<file path="config.mk">
export PLATFORM = sky130hd
export DESIGN_NAME = delta_sigma_1bit_adc
export DESIGN_NICKNAME = d
export VERILOG_FILES = /design/src/rtl/delta_sigma_1bit_adc_pkg.sv /design/src/rtl/delta_sigma_1bit_adc_cic2_decim.sv /design/src/rtl/delta_sigma_1bit_adc.sv
export SDC_FILE = /design/constraint.sdc
export NUM_CORES = 1
export LEC_CHECK = 0
export BUFFER_PORTS_ARGS = -buffer_cell sky130_fd_sc_hd__buf_2
export CAP_MARGIN = 15
export CORE_MARGIN = 2
export CORE_UTILIZATION = 60
export DETAILED_ROUTE_END_ITERATION = 7
export MAX_ROUTING_LAYER = met4
export PLACE_DENSITY = 0.86
export SETUP_SLACK_MARGIN = 0.2
export SYNTH_ARGS = -nofsm -noshare
export SYNTH_HDL_FRONTEND = slang
export SYNTH_SLANG_ARGS = --single-unit
</file>
<file path="constraint.sdc">
create_clock -name CK_i -period 4.8 [get_ports CK_i]
set_input_delay 0.24 -clock CK_i [delete_from_list [all_inputs] [get_ports CK_i]]
set_output_delay 0.24 -clock CK_i [all_outputs]
set_load 0.02 [all_outputs]
</file>
<file path="src/rtl/delta_sigma_1bit_adc_pkg.sv">
// Shared definitions for the 1-bit delta-sigma ADC: warm-up states, CIC sizing and PCM helpers.
package delta_sigma_1bit_adc_pkg;

    typedef enum logic [1:0] {
        WARM_0   = 2'd0,
        WARM_1   = 2'd1,
        WARM_RUN = 2'd2
    } warm_e;

    function automatic int unsigned log2_f(input int unsigned v);
        int unsigned r;
        r = 0;
        while ((64'd1 << r) < 64'(v)) r++;
        return r;
    endfunction

    // Second-order CIC needs 2*log2(R) bits of growth plus one for the full-scale value R^2.
    function automatic int unsigned cic_w_f(input int unsigned dec_log2);
        return 2 * dec_log2 + 1;
    endfunction

    function automatic int unsigned midscale_f(input int unsigned dat_w);
        return 32'd1 << (dat_w - 1);
    endfunction

endpackage

</file>
<file path="src/rtl/delta_sigma_1bit_adc_cic2_decim.sv">
// Second-order CIC decimator with warm-up suppression and full-scale clip.
// Macro DSADC_OVR_EN exposes the comb result and valid-event strobe for the overload flag.
module delta_sigma_1bit_adc_cic2_decim
    import delta_sigma_1bit_adc_pkg::*;
#(
    parameter int unsigned C_DAT_W    = 12,
    parameter int unsigned C_DEC_LOG2 = 8
) (
    input  logic                  CK_i,
    input  logic                  XARST_i,
    input  logic                  EN_CK_i,
    input  logic                  Q_i,
`ifdef DSADC_OVR_EN
    output logic [2*C_DEC_LOG2:0] Y_c_o,
    output logic                  VLD_EVT_c_o,
`endif
    output logic [C_DAT_W-1:0]    DAT_o,
    output logic                  DAT_VLD_o
);

    localparam int unsigned CIC_W = cic_w_f(C_DEC_LOG2);
    localparam int unsigned SHIFT = 2 * C_DEC_LOG2 - C_DAT_W;
    localparam logic [CIC_W-1:0] Y_FS = CIC_W'(1) << (2 * C_DEC_LOG2);
    localparam logic [C_DEC_LOG2-1:0] CTR_LAST = '1;

    logic [CIC_W-1:0]      i1_q, i2_q, i2_dly_q, c1_dly_q;
    logic [CIC_W-1:0]      c1_c, y_c, ys_c;
    logic [C_DEC_LOG2-1:0] ctr_q;
    warm_e                 warm_q, warm_d;
    logic [C_DAT_W-1:0]    dat_q, dat_d;
    logic                  vld_q, vld_d;
    logic                  evt_c;

    // Combs run once per decimation event; modulo arithmetic keeps them exact.
    assign evt_c = EN_CK_i && (ctr_q == CTR_LAST);
    assign c1_c  = i2_q - i2_dly_q;
    assign y_c   = c1_c - c1_dly_q;
    assign ys_c  = (y_c == Y_FS) ? (Y_FS - CIC_W'(1)) : y_c;

    // Warm-up sequencer: the first two events only prime the comb delays.
    always_comb begin
        warm_d = warm_q;
        dat_d  = dat_q;
        vld_d  = 1'b0;
        if (evt_c) begin
            case (warm_q)
                WARM_0:  warm_d = WARM_1;
                WARM_1:  warm_d = WARM_RUN;
                default: begin
                    vld_d = 1'b1;
                    dat_d = C_DAT_W'(ys_c >> SHIFT);
                end
            endcase
        end
    end

    always_ff @(posedge CK_i or negedge XARST_i) begin
        if (!XARST_i) begin
            warm_q   <= WARM_0;
            dat_q    <= '0;
            vld_q    <= 1'b0;
            i1_q     <= '0;
            i2_q     <= '0;
            i2_dly_q <= '0;
            c1_dly_q <= '0;
            ctr_q    <= '0;
        end else begin
            warm_q <= warm_d;
            dat_q  <= dat_d;
            vld_q  <= vld_d;
            if (EN_CK_i) begin
                i1_q  <= i1_q + CIC_W'(Q_i);
                i2_q  <= i2_q + i1_q;
                ctr_q <= ctr_q + C_DEC_LOG2'(1);
                if (evt_c) begin
                    i2_dly_q <= i2_q;
                    c1_dly_q <= c1_c;
                end
            end
        end
    end

    assign DAT_o     = dat_q;
    assign DAT_VLD_o = vld_q;
`ifdef DSADC_OVR_EN
    assign Y_c_o       = y_c;
    assign VLD_EVT_c_o = vld_d;
`endif

endmodule

</file>
<file path="src/rtl/delta_sigma_1bit_adc.sv">
// First-order delta-sigma ADC loop: comparator sync, feedback drive and CIC decimation to PCM.
// Macro DSADC_OVR_EN adds the OVR_o overload flag.
module delta_sigma_1bit_adc
    import delta_sigma_1bit_adc_pkg::*;
#(
    parameter int unsigned C_DAT_W    = 12,
    parameter int unsigned C_DEC_LOG2 = 8
) (
    input  logic               CK_i,
    input  logic               XARST_i,
    input  logic               EN_CK_i,
    input  logic               CMP_i,
    output logic               FB_P_o,
    output logic               FB_N_o,
    output logic [C_DAT_W-1:0] DAT_o,
`ifdef DSADC_OVR_EN
    output logic               OVR_o,
`endif
    output logic               DAT_VLD_o
);

    logic sync1_q, sync2_q;
    logic q_q, fb_n_q;

    // Comparator synchroniser runs every clock regardless of the enable.
    always_ff @(posedge CK_i or negedge XARST_i) begin
        if (!XARST_i) begin
            sync1_q <= 1'b0;
            sync2_q <= 1'b0;
        end else begin
            sync1_q <= CMP_i;
            sync2_q <= sync1_q;
        end
    end

    always_ff @(posedge CK_i or negedge XARST_i) begin
        if (!XARST_i) begin
            q_q    <= 1'b0;
            fb_n_q <= 1'b1;
        end else if (EN_CK_i) begin
            q_q    <= sync2_q;
            fb_n_q <= ~sync2_q;
        end
    end

    assign FB_P_o = q_q;
    assign FB_N_o = fb_n_q;

`ifdef DSADC_OVR_EN
    localparam int unsigned CIC_W = cic_w_f(C_DEC_LOG2);
    localparam logic [CIC_W-1:0] Y_FS = CIC_W'(1) << (2 * C_DEC_LOG2);

    logic [CIC_W-1:0] y_c;
    logic             vld_evt_c;
    logic             ovr_q;

    // Flag either rail hit; held until the next valid output sample.
    always_ff @(posedge CK_i or negedge XARST_i) begin
        if (!XARST_i) begin
            ovr_q <= 1'b0;
        end else if (vld_evt_c) begin
            ovr_q <= (y_c == Y_FS) || (y_c == '0);
        end
    end

    assign OVR_o = ovr_q;
`endif

    delta_sigma_1bit_adc_cic2_decim #(
        .C_DAT_W    (C_DAT_W),
        .C_DEC_LOG2 (C_DEC_LOG2)
    ) u_cic2_decim (
        .CK_i        (CK_i),
        .XARST_i     (XARST_i),
        .EN_CK_i     (EN_CK_i),
        .Q_i         (q_q),
`ifdef DSADC_OVR_EN
        .Y_c_o       (y_c),
        .VLD_EVT_c_o (vld_evt_c),
`endif
        .DAT_o       (DAT_o),
        .DAT_VLD_o   (DAT_VLD_o)
    );

endmodule

</file>
==> flow_summary.toml <==
[flow_run]
maxCapViolCount = 0

[power]
ir_drop_mv = 0.272
p_per_area_mw_per_mm2 = 406
leakage_nw = 3.39

[logic_synthesis]
async_flop_share_pct = 100
synth_edf_count = 0
yosys.cell_types.count = 55
syn_inst = 647
ys_ff_latch = 95
synth.avg_cell_area_sq_um = 9.28
syn_area_sq_mm = 0.00600
seq_area_frac_synth_pct = 39.6
yosys_most_used_dff = "dfrtp_1"
synthesis.nets = 704
yosysWarnings = 0

[timing]
hold_violations = 0
finalSetupViolCount = 0
max_slew.worst_pin.slew_ns = 0.742
period_share_pct = 95.1
slew_viol_final = 0
rsz0062_at_grt = "true"
slew_headroom_pct = 50.5
skew_ns = 0.0133
max_freq_ghz = 0.219
fin_crit_ns = 4.56

[run_status]
outcome = "finished clean"

[place]
gp_congestion = 0.908
hpwlAfterDp_mm = 8.62
place_area_sq_mm = 0.00623
numPlacedInstances = 788
portBuffers = 18

[floorplanning]
die_w_um = 104
ioPinCount = 19
fp.dieH_um = 104
start_util_pct = 61.7
core-area_sq_mm = 0.00973
rows = 36
die_area_sq_mm = 0.0108

[global_routing]
grt_pass1_vias = 4776
track_usage_pct = 23.8
antenna_found_initial = 0
grt_start_max_net_pins = 63
grt_pass1_wl_mm = 21.0
overflow = 0

[clocking]
cts_tree = "yes"
cts_max_path_buffers = 2
clk_latency_ns = 0.37
clk_pin_slew_ns = 0.11
cts-root-buf = "clkbuf_8"
clock_sinks = 95
cts_inserted_buffers = 9
cts_max_level = 3

[final_layout]
final_area_sq_mm = 0.00677
mostFrequentLayoutCells = "93 x dfrtp_1, 67 x nand2_1, 60 x o21ai_0"
layout-drive-gt1-share_pct = 16.1
syn_to_final_growth_pct = 12.7
final_common_cell = "dfrtp_1"
fin_nets = 746
diodes = 0
fin_cells = 827

[drt]
via_count = 4924
drtPass1Iterations = 5
drc = 0
wl_mm = 13.3
detail_route.wl_per_cell_um = 16.0
routed_via_density = 5.95
drtIter0Drc = 261
ant_nets = 0

[critical_path]
rr_startpoint = "u_cic2_decim.i2_q[2]$_DFFE_PN0P_"
slowest_stage = "dfrtp_1"
rr_worst_depth = 19
r2r_setup_slack_ns = 0.24
worstPathRequired_ns = 5.10
crit_buf_inv = 3
cp-end-kind = "register"
startpoint_type = "register"
cp_slowest_stage_delay_ns = 0.43
cp_cell_sequence = "ha_1, nor2b_2, o31a_1, buf_6, o41ai_2, buf_4, a21oi_1, o21ai_0, nor3b_2, nor2_1, ha_1, nand2_1, a21oi_2, o31a_1, o21ai_0, a211o_1, buf_4, a2111o_1, nand3_2"
cp-startpoint = "u_cic2_decim.i2_q[2]$_DFFE_PN0P_"
critical_path.top_delay_family = "compound AO/OA/AOI/OAI gates"
worstReg2RegEnd = "u_cic2_decim.DAT_o[9]$_DFFE_PN0P_"
critPathArrivalTime_ns = 4.87
crit_type = "register to register"
critPathMaxFanout = 6

[hold_path]
hold_path.class = "primary input to async pin"
-- flip-flops by register name, summed over array words and instances (netlist names) --
register / count
u_cic2_decim.c1_dly_q: 17
u_cic2_decim.DAT_o: 12
u_cic2_decim.DAT_VLD_o: 1
sync2_q: 1
u_cic2_decim.i2_q: 17
u_cic2_decim.warm_q: 2
u_cic2_decim.ctr_q: 8
u_cic2_decim.i2_dly_q: 17
sync1_q: 1
u_cic2_decim.i1_q: 17
FB_N_o: 1
FB_P_o: 1
-- per-stage QoR --
stage | power, mW | util, % | hold slack [ns] | setup slack (ns) | TNS [ns]
finish | 2.75 | 69.6 | 0.335 | 0.235 | 0
CTS | 2.57 | 67.0 | 0.355 | 0.223 | 0
floorplan | 1.76 | - | -0.0556 | 0.499 | 0
global route | 2.90 | 69.6 | 0.374 | 0.0151 | 0
global placement | 1.91 | 64.1 | 0.202 | 0.161 | 0
detailed placement | 1.98 | 64.1 | 0.211 | -0.00230 | -0.00230
-- worst reg2reg max path: cells and delay by family (launching register included) --
| kind | cells | cell delay (ns) |
|---|---|---|
| DFF | 1 | 0.43 |
| and+or+nand+nor | 5 | 0.68 |
| adders and majority gates | 2 | 0.70 |
| AOI/OAI and AO/OA | 9 | 2.20 |
| buffers and inverters | 3 | 0.48 |
-- worst max-delay path by stage --
| stage | to | slack, ns | cells after the start |
|---|---|---|---|
| after global placement | u_cic2_decim.DAT_o[10]$_DFFE_PN0P_ | 0.16 | 18 |
| final | u_cic2_decim.DAT_o[9]$_DFFE_PN0P_ | 0.24 | 19 |
| after global routing | u_cic2_decim.DAT_o[4]$_DFFE_PN0P_ | 0.02 | 19 |
| after detailed placement | u_cic2_decim.DAT_o[10]$_DFFE_PN0P_ | -0.002 | 17 |
| after floorplan | u_cic2_decim.DAT_o[3]$_DFFE_PN0P_ | 0.50 | 18 |
| after CTS | u_cic2_decim.DAT_o[3]$_DFFE_PN0P_ | 0.22 | 17 |
-- routing by layer --
metal / routed length (um) / track usage, %
met5: 0 / -
met4: 408 / 8.59
met3: 578 / 3.57
met2: 6830 / 41.8
met1: 5450 / 27.8
-- synth_stat cells (4+ instances only) --
master / n / area [sq um]
nand2_1: 67 / 251
nand3_2: 9 / 90.1
inv_1: 50 / 188
and3_1: 11 / 68.8
a2111o_1: 4 / 45.0
mux2_2: 11 / 124
nand2b_1: 4 / 25.0
buf_1: 5 / 18.8
or3_1: 8 / 50.1
nor3b_1: 4 / 30.0
xnor2_1: 34 / 298
ha_1: 51 / 638
nor4_1: 5 / 31.3
nand4_1: 14 / 87.6
o21ai_0: 63 / 315
and2_1: 9 / 56.3
o31a_1: 4 / 35.0
dfrtp_1: 94 / 2350
nor3_1: 5 / 25.0
a31oi_1: 7 / 43.8
o21bai_1: 4 / 30.0
xor2_1: 23 / 201
a21o_1: 9 / 67.6
a21oi_1: 29 / 145
mux2i_1: 4 / 40.0
nand3_1: 13 / 65.1
nor2_1: 43 / 161
clkbuf_1: 9 / 33.8
o21a_1: 11 / 82.6
-- cell type report --
| type | instances | area (sq um) |
|---|---|---|
| inverter | 50 | 188 |
| sequential | 95 | 2380 |
| tap | 133 | 166 |
| multi-input combinational | 488 | 3500 |
| clock buffer | 9 | 124 |
| clock inverter | 7 | 103 |
| fill | 672 | 2960 |
| timing repair buffer | 45 | 304 |
-- power breakdown --
group | total [mW] | switching (mW) | internal, mW
Combinational | 1.14 | 0.591 | 0.548
Clock | 0.584 | 0.325 | 0.259
Sequential | 1.02 | 0.122 | 0.901
Total | 2.75 | 1.04 | 1.71
-- kinds of logic after synthesis --
family                   count (synthesis)  synth area share (%)
AO/OA/AOI/OAI                          153                  15.7
XOR/XNOR                                57                  8.32
adder cells (fa/ha/maj)                 53                  11.3
buffers and inverters                   66                  4.38
flip-flops                              95                  39.6
multiplexers                            15                  2.73
AND/OR/NAND/NOR                        208                  17.9
-- timing repair --
item	in CTS	in global routing
resized for setup	4	31
hold buffers	2	0
gates cloned	2	0
buffers inserted	2	17
endpoints found under the setup margin	12	12
hold endpoints to repair	34	0
pin swaps	5	31
Power figures use the tool's default switching activity.
